## src/rtl/thread_suspend_controller.sv

```systemverilog
// Per-thread suspend/wake tracking for the thread select stage: block state and reason,
// suspend/wake race handling, protocol violation flagging and stuck-thread timeout detection.

module thread_suspend_lane #(
  parameter int TIMEOUT_CYCLES = 1024
) (
  input  logic clk,
  input  logic reset,
  input  logic i_suspend,
  input  logic i_suspend_is_io,
  input  logic i_dwake,
  input  logic i_iwake,
  output logic o_blocked,
  output logic o_blocked_nxt,
  output logic o_is_io,
  output logic o_timeout,
  output logic o_err
);
  localparam int CW = $clog2(TIMEOUT_CYCLES);
  localparam logic [CW-1:0] CMAX = CW'(TIMEOUT_CYCLES - 1);

  typedef enum logic {RUNNING = 1'b0, SUSPENDED = 1'b1} state_t;

  state_t          r_state, w_state_nxt;
  logic            r_is_io, w_is_io_nxt;
  logic [CW-1:0]   r_cnt, w_cnt_nxt;
  logic            r_sticky, w_sticky_nxt;
  logic            r_timeout, w_timeout_nxt;
  logic            w_err;
  logic            w_wake_match, w_wake_mismatch, w_race_match;

  assign w_wake_match    = r_is_io ? i_iwake : i_dwake;
  assign w_wake_mismatch = r_is_io ? i_dwake : i_iwake;
  assign w_race_match    = i_suspend_is_io ? i_iwake : i_dwake;

  always_ff @(posedge clk or posedge reset) begin
    if (reset) begin
      r_state   <= RUNNING;
      r_is_io   <= 1'b0;
      r_cnt     <= '0;
      r_sticky  <= 1'b0;
      r_timeout <= 1'b0;
    end else begin
      r_state   <= w_state_nxt;
      r_is_io   <= w_is_io_nxt;
      r_cnt     <= w_cnt_nxt;
      r_sticky  <= w_sticky_nxt;
      r_timeout <= w_timeout_nxt;
    end
  end

  always_comb begin
    w_state_nxt   = r_state;
    w_is_io_nxt   = r_is_io;
    w_cnt_nxt     = r_cnt;
    w_sticky_nxt  = r_sticky;
    w_timeout_nxt = 1'b0;
    w_err         = i_dwake & i_iwake;
    case (r_state)
      RUNNING: begin
        if (i_suspend) begin
          // A matching wake in the same cycle means the fill already landed.
          if (!w_race_match) begin
            w_state_nxt  = SUSPENDED;
            w_is_io_nxt  = i_suspend_is_io;
            w_cnt_nxt    = '0;
            w_sticky_nxt = 1'b0;
            if (i_dwake | i_iwake) w_err = 1'b1;
          end
        end else if (i_dwake | i_iwake) begin
          w_err = 1'b1;
        end
      end
      SUSPENDED: begin
        if (i_suspend) w_err = 1'b1;
        if (w_wake_match) begin
          w_state_nxt  = RUNNING;
          w_sticky_nxt = 1'b0;
        end else begin
          if (w_wake_mismatch) w_err = 1'b1;
          if (r_cnt == CMAX && !r_sticky) begin
            w_timeout_nxt = 1'b1;
            w_sticky_nxt  = 1'b1;
          end
          if (r_cnt != CMAX) w_cnt_nxt = r_cnt + 1'b1;
        end
      end
      default: w_state_nxt = RUNNING;
    endcase
  end

  assign o_blocked     = (r_state == SUSPENDED);
  assign o_blocked_nxt = (w_state_nxt == SUSPENDED);
  assign o_is_io       = r_is_io & (r_state == SUSPENDED);
  assign o_timeout     = r_timeout;
  assign o_err         = w_err;
endmodule

module thread_suspend_controller #(
  parameter int NUM_THREADS    = 4,
  parameter int TIMEOUT_CYCLES = 1024
) (
  input  logic                               clk,
  input  logic                               reset,
  input  logic [NUM_THREADS-1:0]             i_suspend_oh,
  input  logic                               i_suspend_is_io,
  input  logic [NUM_THREADS-1:0]             i_dcache_wake_bitmap,
  input  logic [NUM_THREADS-1:0]             i_io_wake_bitmap,
  output logic [NUM_THREADS-1:0]             o_thread_blocked,
  output logic [NUM_THREADS-1:0]             o_blocked_is_io,
  output logic [$clog2(NUM_THREADS+1)-1:0]   o_blocked_count,
  output logic [NUM_THREADS-1:0]             o_timeout_oh,
  output logic                               o_protocol_error
);
  localparam int CNTW = $clog2(NUM_THREADS + 1);

  logic                   w_sus_ok;
  logic [NUM_THREADS-1:0] w_susp, w_blk_nxt, w_err;
  logic [CNTW-1:0]        w_count, r_count;
  logic                   r_perr;

  // A malformed suspend vector is dropped entirely so no thread changes state.
  assign w_sus_ok = ((i_suspend_oh & (i_suspend_oh - 1'b1)) == '0);
  assign w_susp   = w_sus_ok ? i_suspend_oh : '0;

  for (genvar t = 0; t < NUM_THREADS; t++) begin : g_lane
    thread_suspend_lane #(.TIMEOUT_CYCLES(TIMEOUT_CYCLES)) u_lane (
      .clk            (clk),
      .reset          (reset),
      .i_suspend      (w_susp[t]),
      .i_suspend_is_io(i_suspend_is_io),
      .i_dwake        (i_dcache_wake_bitmap[t]),
      .i_iwake        (i_io_wake_bitmap[t]),
      .o_blocked      (o_thread_blocked[t]),
      .o_blocked_nxt  (w_blk_nxt[t]),
      .o_is_io        (o_blocked_is_io[t]),
      .o_timeout      (o_timeout_oh[t]),
      .o_err          (w_err[t])
    );
  end

  always_comb begin
    w_count = '0;
    for (int i = 0; i < NUM_THREADS; i++) w_count = w_count + CNTW'(w_blk_nxt[i]);
  end

  always_ff @(posedge clk or posedge reset) begin
    if (reset) begin
      r_count <= '0;
      r_perr  <= 1'b0;
    end else begin
      r_count <= w_count;
      r_perr  <= !w_sus_ok || (|w_err);
    end
  end

  assign o_blocked_count  = r_count;
  assign o_protocol_error = r_perr;
endmodule

```

## config.mk

```make
export PLATFORM = sky130hd
export DESIGN_NAME = thread_suspend_controller
export DESIGN_NICKNAME = d
export VERILOG_FILES = /design/src/rtl/thread_suspend_controller.sv
export SDC_FILE = /design/constraint.sdc
export NUM_CORES = 1
export LEC_CHECK = 0
export ABC_AREA = 1
export BUFFER_PORTS_ARGS = -buffer_cell sky130_fd_sc_hd__buf_2
export CAP_MARGIN = 0
export CORE_ASPECT_RATIO = 0.8
export CORE_UTILIZATION = 30
export CTS_CLUSTER_DIAMETER = 200
export DETAILED_ROUTE_END_ITERATION = 16
export PLACE_DENSITY = 0.46
export SETUP_SLACK_MARGIN = 0.5
export SKIP_CTS_REPAIR_TIMING = 1
export SYNTH_ARGS = -nofsm -noshare
export SYNTH_HDL_FRONTEND = slang
export SYNTH_SLANG_ARGS = --single-unit
```

## constraint.sdc

```tcl
create_clock -name clk -period 2.4 [get_ports clk]
set_input_delay 0.24 -clock clk [delete_from_list [all_inputs] [get_ports clk]]
set_output_delay 0.24 -clock clk [all_outputs]
set_load 0.01 [all_outputs]
```

==> results.yml, run 1 <==
job:
  maxCapViolations: 0
detailed_routing:
  drt_iter0_markers: 259
  wl_um: 8850
  route.detailed.drc: 0
  vias_per_cell: 4.37
  vias: 3295
  first_pass_iters: 4
  wire_per_inst_um: 11.7
  drtAntennaViolNets: 0
logic_synthesis:
  synth_edf_count: 0
  synth_area_um2: 3850
  async_reset_ff_frac: 1.00
  synth_ff_type: "dfrtp_1"
  synth_top_area_frac: 0.390
  synthTopCellsByArea: "dfrtp_1 39%, nand2_1 18%, nor2_1 6.1%"
  ys_warn_count: 0
  synth-seq-area-share: 0.390
  yosysTopAreaCell: "dfrtp_1"
  synth.distinct_cells: 36
  synth_fp_nets: 565
  avgSynthCellArea_um2: 7.08
  synth_cells: 543
  synth-seq-cells: 60
grt:
  grt_max_degree: 37
  grt_pass1_wl_um: 15000
  overflow: 0
  grt_pass1_vias: 3101
  antenna_found_initial: 0
  grt_usage: 0.148
timing:
  layout_min_cycle_time_ps: 1900
  setup_viol: 0
  hold_viol: 24
  fmax_mhz: 527
  post-route-period-util: 0.790
  whs_ps: -29.3
  grt_setup_unrepaired: "yes"
  finalMaxSlewViolations: 0
  fin_worst_skew_ps: 4.29
  relSlewSlack: 0.604
  tightest_slew_ps: 593
  tns_ps: 0
  setup_slack_ps: 504
placement:
  place_hpwl_um: 6320
  place.gp.congestion: 0.847
  portBuffers: 30
  pre_cts_ws_ps: 260
  place_inst: 727
  placed_cell_area_um2: 4120
setup_path:
  cp-start-kind: "flip-flop"
  worst-path-buf-inv: 1
  end_kind: "flip-flop"
  r2r_setup_slack_ps: 500
  worstPathCellList: "inv_2 -> nor2_1 -> o21ai_2 -> nand2_2 -> fa_1 -> ha_2 -> ha_1"
  crit_arrival_ps: 2110
  cp_max_fo: 4
  crit_type: "reg2reg"
  reg2reg_depth: 7
  critical_path.top_delay_family: "adder cells"
  cp_slowest_cell: "fa_1"
  cp_data_required_time_ps: 2620
  cpPeakStageDelay_ps: 470
  timing.rr.end: "o_blocked_count[1]"
  worstReg2RegStart: "g_lane[3].u_lane.r_is_io"
clocking:
  cts_tree: "built"
  clock_latency_ps: 340
  clockRootBuffer: "clkbuf_16"
  h-tree-depth: 3
  numCtsBuffers: 9
  clkTransAtPathRegs_ps: 50
  cts_num_sinks: 60
  clockBufferDepth: 2
pwr:
  power_leakage_nw: 2.18
  p_int_mw: 2.03
  p_total_mw: 2.76
  power.share.clock: 0.469
  seqPwrFrac: 0.414
  vdd_ir_drop_max_uv: 293
  cellPowerDensity_nw_per_um2: 609
  switching_share: 0.264
  combPwrFrac: 0.117
  p_sw_mw: 0.727
die:
  ios: 31
  die_h_um: 103
  die_w_um: 129
  rows: 36
  dieArea_um2: 13300
  initial_core_util: 0.312
  design.core.area_um2: 12300
status:
  status: "finished, violations left"
  violations: "negative hold slack"
layout:
  fin_nets: 600
  antenna_cells: 0
  post-route-cell-area_um2: 4530
  layout-drive-gt1-share: 0.204
  stdcell_count: 754
  area_growth_pct: 17.8
worst_hold_path:
  hold_class: "in2async"
==> cell type report <==
type,instances,area [um^2]
tap,171,214
multi-input combinational,399,2000
inverter,64,248
sequential,60,1500
fill,1304,7810
clock buffer,16,302
timing repair buffer,44,268
==> stage by stage <==
step / util / hold WS [ps]
4_1_cts: 0.358 / -10.7
2_1_floorplan: - / 411
5_1_grt: 0.367 / 31.7
6_report: 0.367 / -29.3
3_5_place_dp: 0.334 / 350
3_3_place_gp: 0.334 / 351
==> cells by family (layout without fill, tap and decap cells) <==
kind of cell    Yosys count  in the layout  synth area share
buf+inv                  84            124             0.101
flops                    60             60             0.390
simple gates            318            318             0.357
fa+ha+maj                 7              7            0.0247
xor+xnor                 15             15            0.0342
compound gates           59             59            0.0930
==> power groups by stage <==
stage / registers [mW] / clock network [mW] / logic, mW
2_1_floorplan: 1.14 / 0 / 0.226
3_3_place_gp: 1.16 / 0 / 0.298
3_5_place_dp: 1.16 / 0 / 0.298
4_1_cts: 1.14 / 1.34 / 0.300
5_1_grt: 1.15 / 1.38 / 0.375
6_report: 1.14 / 1.29 / 0.323
==> synth_stat cells, types with 8 or more instances <==
cell     number
a21oi_1      15
dfrtp_1      60
inv_1        50
nor2_1       62
o21ai_1      17
nand3_1      31
inv_2        13
o21ai_2       8
nand2_1     183
xor2_1       13
nor3_1        9
buf_4        13
o21ai_0      13
==> registers in the layout, summed over array words and instances, names as in the netlist <==
name                     cells
g_lane.u_lane.o_blocked      4
g_lane.u_lane.o_timeout      4
g_lane.u_lane.r_cnt         40
g_lane.u_lane.r_is_io        4
g_lane.u_lane.r_sticky       4
o_blocked_count              3
o_protocol_error             1
==> layer usage <==
metal	vias to the layer above	track usage	routed length, um
met1	1481	0.203	4680
met3	6	0.0448	319
li1	1762	-	-
met5	-	0	0
met4	0	0.0597	89
met2	46	0.218	3770
==> worst max path at each step <==
stage	start	to	cells after the start
detailed placement	i_suspend_is_io	o_blocked_count[1]	10
global placement	i_suspend_is_io	o_blocked_count[1]	9
CTS	g_lane[3].u_lane.o_blocked	o_blocked_count[1]	8
floorplan	g_lane[3].u_lane.o_blocked	o_blocked_count[1]	9
finish	g_lane[3].u_lane.r_is_io	o_blocked_count[1]	7
global route	g_lane[3].u_lane.r_is_io	o_blocked_count[1]	7
==> placed cells by master (no fill, tap or decap), types with 3 or more instances in the layout <==
cell type,instances
a21oi_1,14
buf_2,30
buf_4,13
clkbuf_16,9
clkbuf_8,5
dfrtp_1,58
ha_1,5
inv_1,45
inv_2,16
nand2_1,179
nand2_2,9
nand2_4,4
nand3_1,31
nand4_1,6
nor2_1,62
nor2_2,3
nor2_4,3
nor3_1,9
nor3_2,3
o21ai_0,13
o21ai_1,14
o21ai_2,11
o21bai_1,3
xor2_1,13
Power figures use the tool's default switching activity.
==> inputs of run 2 (changes only) <==
--- a/config.mk
+++ b/config.mk
@@ -5,7 +5,7 @@
 export SDC_FILE = /design/constraint.sdc
 export NUM_CORES = 1
 export LEC_CHECK = 0
-export ABC_AREA = 1
+export ABC_AREA = 0
 export BUFFER_PORTS_ARGS = -buffer_cell sky130_fd_sc_hd__buf_2
 export CAP_MARGIN = 0
 export CORE_ASPECT_RATIO = 0.8
==> constraint.sdc (replaced) <==
create_clock -name clk -period 1.9 [get_ports clk]
set_input_delay 0.19 -clock clk [delete_from_list [all_inputs] [get_ports clk]]
set_output_delay 0.19 -clock clk [all_outputs]
set_load 0.01 [all_outputs]
==> run 2 against run 1 <==
  * Fmax up 4.6%
  * The run now ends clean
  * Clock-buffer cell count shrank 2
  * Utilization up 9.0 points
  * Register-to-register slack worse by 420 ps
  * Setup slack worse by 420 ps
  * Final cell count fell by 21%
  * Flip-flop and latch count stayed put
  * Critical path type unchanged
==> results.yml, run 2 <==
status:
  status: "finished, final reports clean"
pwr:
  cellPowerDensity_nw_per_um2: 673
  power_leakage_nw: 2.02
  p_total_mw: 3.36
  vdd_ir_drop_max_uv: 368
timing:
  grt_setup_unrepaired: "yes"
  finalMaxSlewViolations: 0
  tightest_slew_ps: 536
  setup_slack_ps: 86.2
  layout_min_cycle_time_ps: 1810
  post-route-period-util: 0.955
  relSlewSlack: 0.642
  tns_ps: 0
  setup_viol: 0
  fmax_mhz: 551
  whs_ps: 269
  hold_viol: 0
  fin_worst_skew_ps: 6.70
clocking:
  clockRootBuffer: "clkbuf_16"
  cts_tree: "built"
  h-tree-depth: 3
  clock_latency_ps: 330
  clkTransAtPathRegs_ps: 50
  clockBufferDepth: 2
  cts_num_sinks: 60
  numCtsBuffers: 9
detailed_routing:
  first_pass_iters: 4
  wl_um: 9380
  drtAntennaViolNets: 0
  route.detailed.drc: 0
  vias_per_cell: 5.24
  vias: 3135
  wire_per_inst_um: 15.7
  drt_iter0_markers: 161
logic_synthesis:
  synth.most_common_cell: "dfrtp_1"
  synthTopCellsByArea: "dfrtp_1 44%, mux2i_1 5.3%, nand2_1 4.5%"
  synthTopCellsByCount: "60 x dfrtp_1, 41 x nand2_1, 28 x nand3_1, 23 x a21oi_1"
  synth_top_area_frac: 0.442
  avgSynthCellArea_um2: 9.47
  yosysTopAreaCell: "dfrtp_1"
  synth-seq-area-share: 0.442
  synth_fp_nets: 381
  synth-seq-cells: 60
  synth_edf_count: 0
  async_reset_ff_frac: 1.00
  synth_ff_type: "dfrtp_1"
  synth.distinct_cells: 48
  synth_cells: 359
  synth_area_um2: 3400
  ys_warn_count: 0
placement:
  place_hpwl_um: 6140
  pre_cts_ws_ps: -165
  portBuffers: 30
  place.gp.congestion: 0.734
grt:
  grt_pass1_wl_um: 14000
  antenna_found_initial: 0
  overflow: 0
  grt_usage: 0.153
  grt_pass1_vias: 2809
  grt_max_degree: 40
worst_hold_path:
  hold_start: "i_io_wake_bitmap[3]"
  hold_class: "in2reg"
layout:
  area_growth_pct: 46.9
  fin_nets: 471
  antenna_cells: 0
  final_common_cell: "buf_4"
  largest_reg_flops: 40
  top_register: "g_lane.u_lane.r_cnt"
  final_cell_mix: "55 x buf_4, 50 x dfrtp_1, 35 x nand2_1"
  layout-drive-gt1-share: 0.449
die:
  die_h_um: 97.2
  die_w_um: 121
  initial_core_util: 0.311
  dieArea_um2: 11800
  design.core.area_um2: 10900
  rows: 34
  ios: 31
setup_path:
  cp_max_fo: 5
  cp_slowest_cell: "fa_1"
  crit_type: "reg2reg"
  worstReg2RegStart: "g_lane[0].u_lane.o_blocked"
  end_kind: "flip-flop"
  crit_path_start: "g_lane[0].u_lane.o_blocked"
  cpPeakStageDelay_ps: 550
  worstPathCellList: "inv_1 -> nand3_1 -> nand2_4 -> fa_1 -> ha_2 -> ha_4"
  cp_data_required_time_ps: 2120
  crit_arrival_ps: 2030
  cp-start-kind: "flip-flop"
job:
  maxCapViolations: 0
==> run 2: changes by cell type after synthesis, sizes merged, moves of 7 or more <==
cell and delta:
nand2 -151, and3 +8, or3 +9, o31ai +18, or4 +12, a21oi +7
nor2 -58, mux2i +19, inv -50, o21ai -29, xor2 -13
==> run 2: critical path, delay by kind of cell (launching register included) <==
family                   cells  cell delay, ps
adder cells (fa/ha/maj)      3             950
AND/OR/NAND/NOR              2             240
buffers and inverters        1             120
flip-flops                   1             390
==> run 2: path summary, 6_finish.rpt <==
path | to | slack, ps | cells after the start
setup / recovery | o_blocked_count[1] | 90 | 6
hold / removal | o_protocol_error | 270 | 3
setup reg to reg | o_blocked_count[1] | 90 | 6
hold reg to reg | g_lane[3].u_lane.o_timeout | 440 | 1
max in group asynchronous | g_lane[3].u_lane.r_is_io | 830 | 4
min in group asynchronous | g_lane[0].u_lane.r_cnt[5] | 470 | 3
==> run 2: per-stage QoR <==
stage	util	instances	cell area, um^2
after floorplan	-	359	3550
after CTS	0.387	558	4230
after detailed placement	0.363	542	3970
final	0.457	598	4990
after global routing	0.457	598	4990
after global placement	0.363	542	3970
==> run 2: layout make-up <==
type                       instances  area, um^2
timing repair buffer             101         761
tap                              144         180
inverter                          13        52.6
clock inverter                     2        10.0
clock buffer                      14         254
multi-input combinational        264        2220
sequential                        60        1510
fill                            1018        5940
==> run 2: power breakdown <==
part           leakage (nW)  switching, mW  internal (mW)
sequential            0.805         0.0659           1.34
combinational          1.08          0.223          0.243
clock                 0.131          0.572          0.915
==> run 2: cells by family (layout without fill, tap and decap cells) <==
| kind of cell | Yosys count | after routing | synth area share |
|---|---|---|---|
| adder cells (fa/ha/maj) | 8 | 8 | 0.0309 |
| AND/OR/NAND/NOR | 150 | 150 | 0.237 |
| flip-flops | 60 | 60 | 0.442 |
| AO/OA/AOI/OAI | 83 | 84 | 0.167 |
| buffers and inverters | 36 | 130 | 0.0563 |
| multiplexers | 22 | 22 | 0.0670 |
==> run 2: per-layer routing <==
metal  up-vias  part of all wire  global-route usage
met5         -                 0                   0
met4         0             0.012              0.0427
met3         9             0.030              0.0440
met2        34              0.47               0.225
met1      1551              0.49               0.215
li1       1541                 -                   -
==> inputs of run 3 (changes only) <==
--- a/config.mk
+++ b/config.mk
@@ -17,4 +17,5 @@
 export SKIP_CTS_REPAIR_TIMING = 1
 export SYNTH_ARGS = -nofsm -noshare
 export SYNTH_HDL_FRONTEND = slang
+export SYNTH_HIERARCHICAL = 1
 export SYNTH_SLANG_ARGS = --single-unit
==> run 3 against run 2 <==
  * The run now ends with negative setup slack left
  * Via count rose by 10%
  * Clock-buffer cell count down 3
  * Routed wire length increased by 12%
  * Global-route usage is 0.30 points higher
  * Sequential power is 23% higher
==> results.yml, run 3 <==
status:
  status: "finished, violations left"
  violations: "negative setup slack"
grt:
  grt_max_degree: 15
  use_met2: 0.218
  grt_pass1_wl_um: 15400
  antenna_found_initial: 0
  top_usage_layer: "met1"
  met1_usage: 0.231
  grtUsageMet3: 0.0373
  grt_pass1_vias: 3050
  grt_usage: 0.156
  overflow: 0
timing:
  fin_worst_skew_ps: 6.67
  tns_ps: -170
  whs_ps: 159
  post-route-period-util: 1.06
  setup_slack_ps: -117
  finalMaxSlewViolations: 0
  grt_setup_unrepaired: "yes"
  fmax_mhz: 496
  tightest_slew_ps: 585
  setup_viol: 2
  relSlewSlack: 0.609
  layout_min_cycle_time_ps: 2020
  hold_viol: 0
die:
  die_h_um: 99.9
  die_w_um: 124
  rows: 35
  initial_core_util: 0.310
  dieArea_um2: 12400
  design.core.area_um2: 11600
  ios: 31
placement:
  pre_cts_ws_ps: -430
  place_inst: 591
  place.gp.congestion: 0.767
  portBuffers: 30
  placed_cell_area_um2: 4310
  place_hpwl_um: 6700
clocking:
  clockBufferDepth: 2
  cts_num_sinks: 60
  numCtsBuffers: 9
  clockRootBuffer: "clkbuf_16"
  clock_latency_ps: 330
  cts_tree: "built"
  h-tree-depth: 3
  clkTransAtPathRegs_ps: 50
logic_synthesis:
  synth_top_area_frac: 0.418
  synth-seq-cells: 60
  synth_area_um2: 3590
  async_reset_ff_frac: 1.00
  synthTopCellsByArea: "dfrtp_1 42%, o21ai_0 6.3%, o31ai_1 5.8%"
  synth_cells: 379
  synth.most_common_cell: "dfrtp_1"
  synth-seq-area-share: 0.418
  avgSynthCellArea_um2: 9.48
  synth_fp_nets: 401
  ys_warn_count: 6
  synthTopCellsByCount: "60 x dfrtp_1, 45 x o21ai_0, 36 x nand2_1, 28 x o31ai_1"
  synth_ff_type: "dfrtp_1"
  synth.distinct_cells: 38
  yosysTopAreaCell: "dfrtp_1"
  synth_edf_count: 0
pwr:
  power_leakage_nw: 2.25
  combPwrFrac: 0.204
  p_int_mw: 2.78
  p_total_mw: 4.03
  vdd_ir_drop_max_uv: 414
  power.share.clock: 0.368
  p_sw_mw: 1.24
  seqPwrFrac: 0.428
  switching_share: 0.309
  cellPowerDensity_nw_per_um2: 706
detailed_routing:
  wire_per_inst_um: 16.1
  vias: 3463
  drt_iter0_markers: 257
  drtAntennaViolNets: 0
  vias_per_cell: 5.34
  wl_um: 10500
  route.detailed.drc: 0
  first_pass_iters: 4
layout:
  fin_nets: 517
  stdcell_count: 648
  post-route-cell-area_um2: 5710
  largest_reg_flops: 40
  area_growth_pct: 58.8
  ff_latch_area_um2: 1520
  multi_input_area_um2: 2670
  fin_util: 0.492
  final_common_cell: "buf_4"
  layout-drive-gt1-share: 0.530
  final_cell_mix: "65 x buf_4, 47 x dfrtp_1, 33 x nand2_1"
  top_register: "g_lane.u_lane/r_cnt"
  nFillCells: 1025
  antenna_cells: 0
job:
  maxCapViolations: 0
setup_path:
  cp_data_required_time_ps: 2120
  cp_max_fo: 2
  crit_arrival_ps: 2240
  cp-start-kind: "flip-flop"
  end_kind: "flip-flop"
  crit_type: "reg2reg"
worst_hold_path:
  hold_class: "in2reg"
-- run 3: path summary, 6_finish.rpt --
| kind | to | start | cells past startpoint | slack, ps |
|---|---|---|---|---|
| max | o_blocked_count[1] | g_lane[3].u_lane/r_is_io | 8 | -120 |
| min | g_lane[3].u_lane/r_is_io | i_dcache_wake_bitmap[3] | 3 | 160 |
| max reg2reg | o_blocked_count[1] | g_lane[3].u_lane/r_is_io | 8 | -120 |
| min reg2reg | g_lane[3].u_lane/o_timeout | g_lane[3].u_lane/r_sticky | 1 | 460 |
| max in group asynchronous | g_lane[1].u_lane/o_blocked | reset | 3 | 960 |
| min in group asynchronous | o_blocked_count[1] | reset | 3 | 340 |
-- run 3: final cells by class --
class | count | area share
Multi-Input combinational cell | 285 | 0.468
Clock buffer | 11 | 0.0425
Sequential cell | 60 | 0.266
Tap cell | 148 | 0.0324
Timing Repair Buffer | 121 | 0.171
Clock inverter | 5 | 0.00482
Inverter | 18 | 0.0158
-- run 3: layer usage --
| metal | wire [um] | part of all wire |
|---|---|---|
| met5 | 0 | 0 |
| met4 | 121 | 0.012 |
| met2 | 4780 | 0.46 |
| met1 | 5280 | 0.50 |
| met3 | 279 | 0.027 |
-- run 3: logic make-up after synthesis --
logic type                 share of synthesized area
DFF                                            0.418
buffers and inverters                         0.0536
adders and majority gates                     0.0265
AOI/OAI and AO/OA                              0.246
muxes                                         0.0515
and+or+nand+nor                                0.205
-- run 3: power groups by stage --
stage	sequential [mW]	clock, mW	combinational (mW)
3_5_place_dp	1.67	0	0.606
5_1_grt	1.76	1.58	0.911
4_1_cts	1.66	1.53	0.603
3_3_place_gp	1.68	0	0.590
6_report	1.73	1.48	0.820
2_1_floorplan	1.62	0	0.402
-- run 3: worst max-delay path, cell delays in order, from the launching register on --
cell	delay [ps]
dfrtp_1	390
mux2_4	330
a2bb2oi_4	160
clkinv_4	60
inv_4	30
fa_1	540
inv_2	50
ha_4	150
ha_4	200
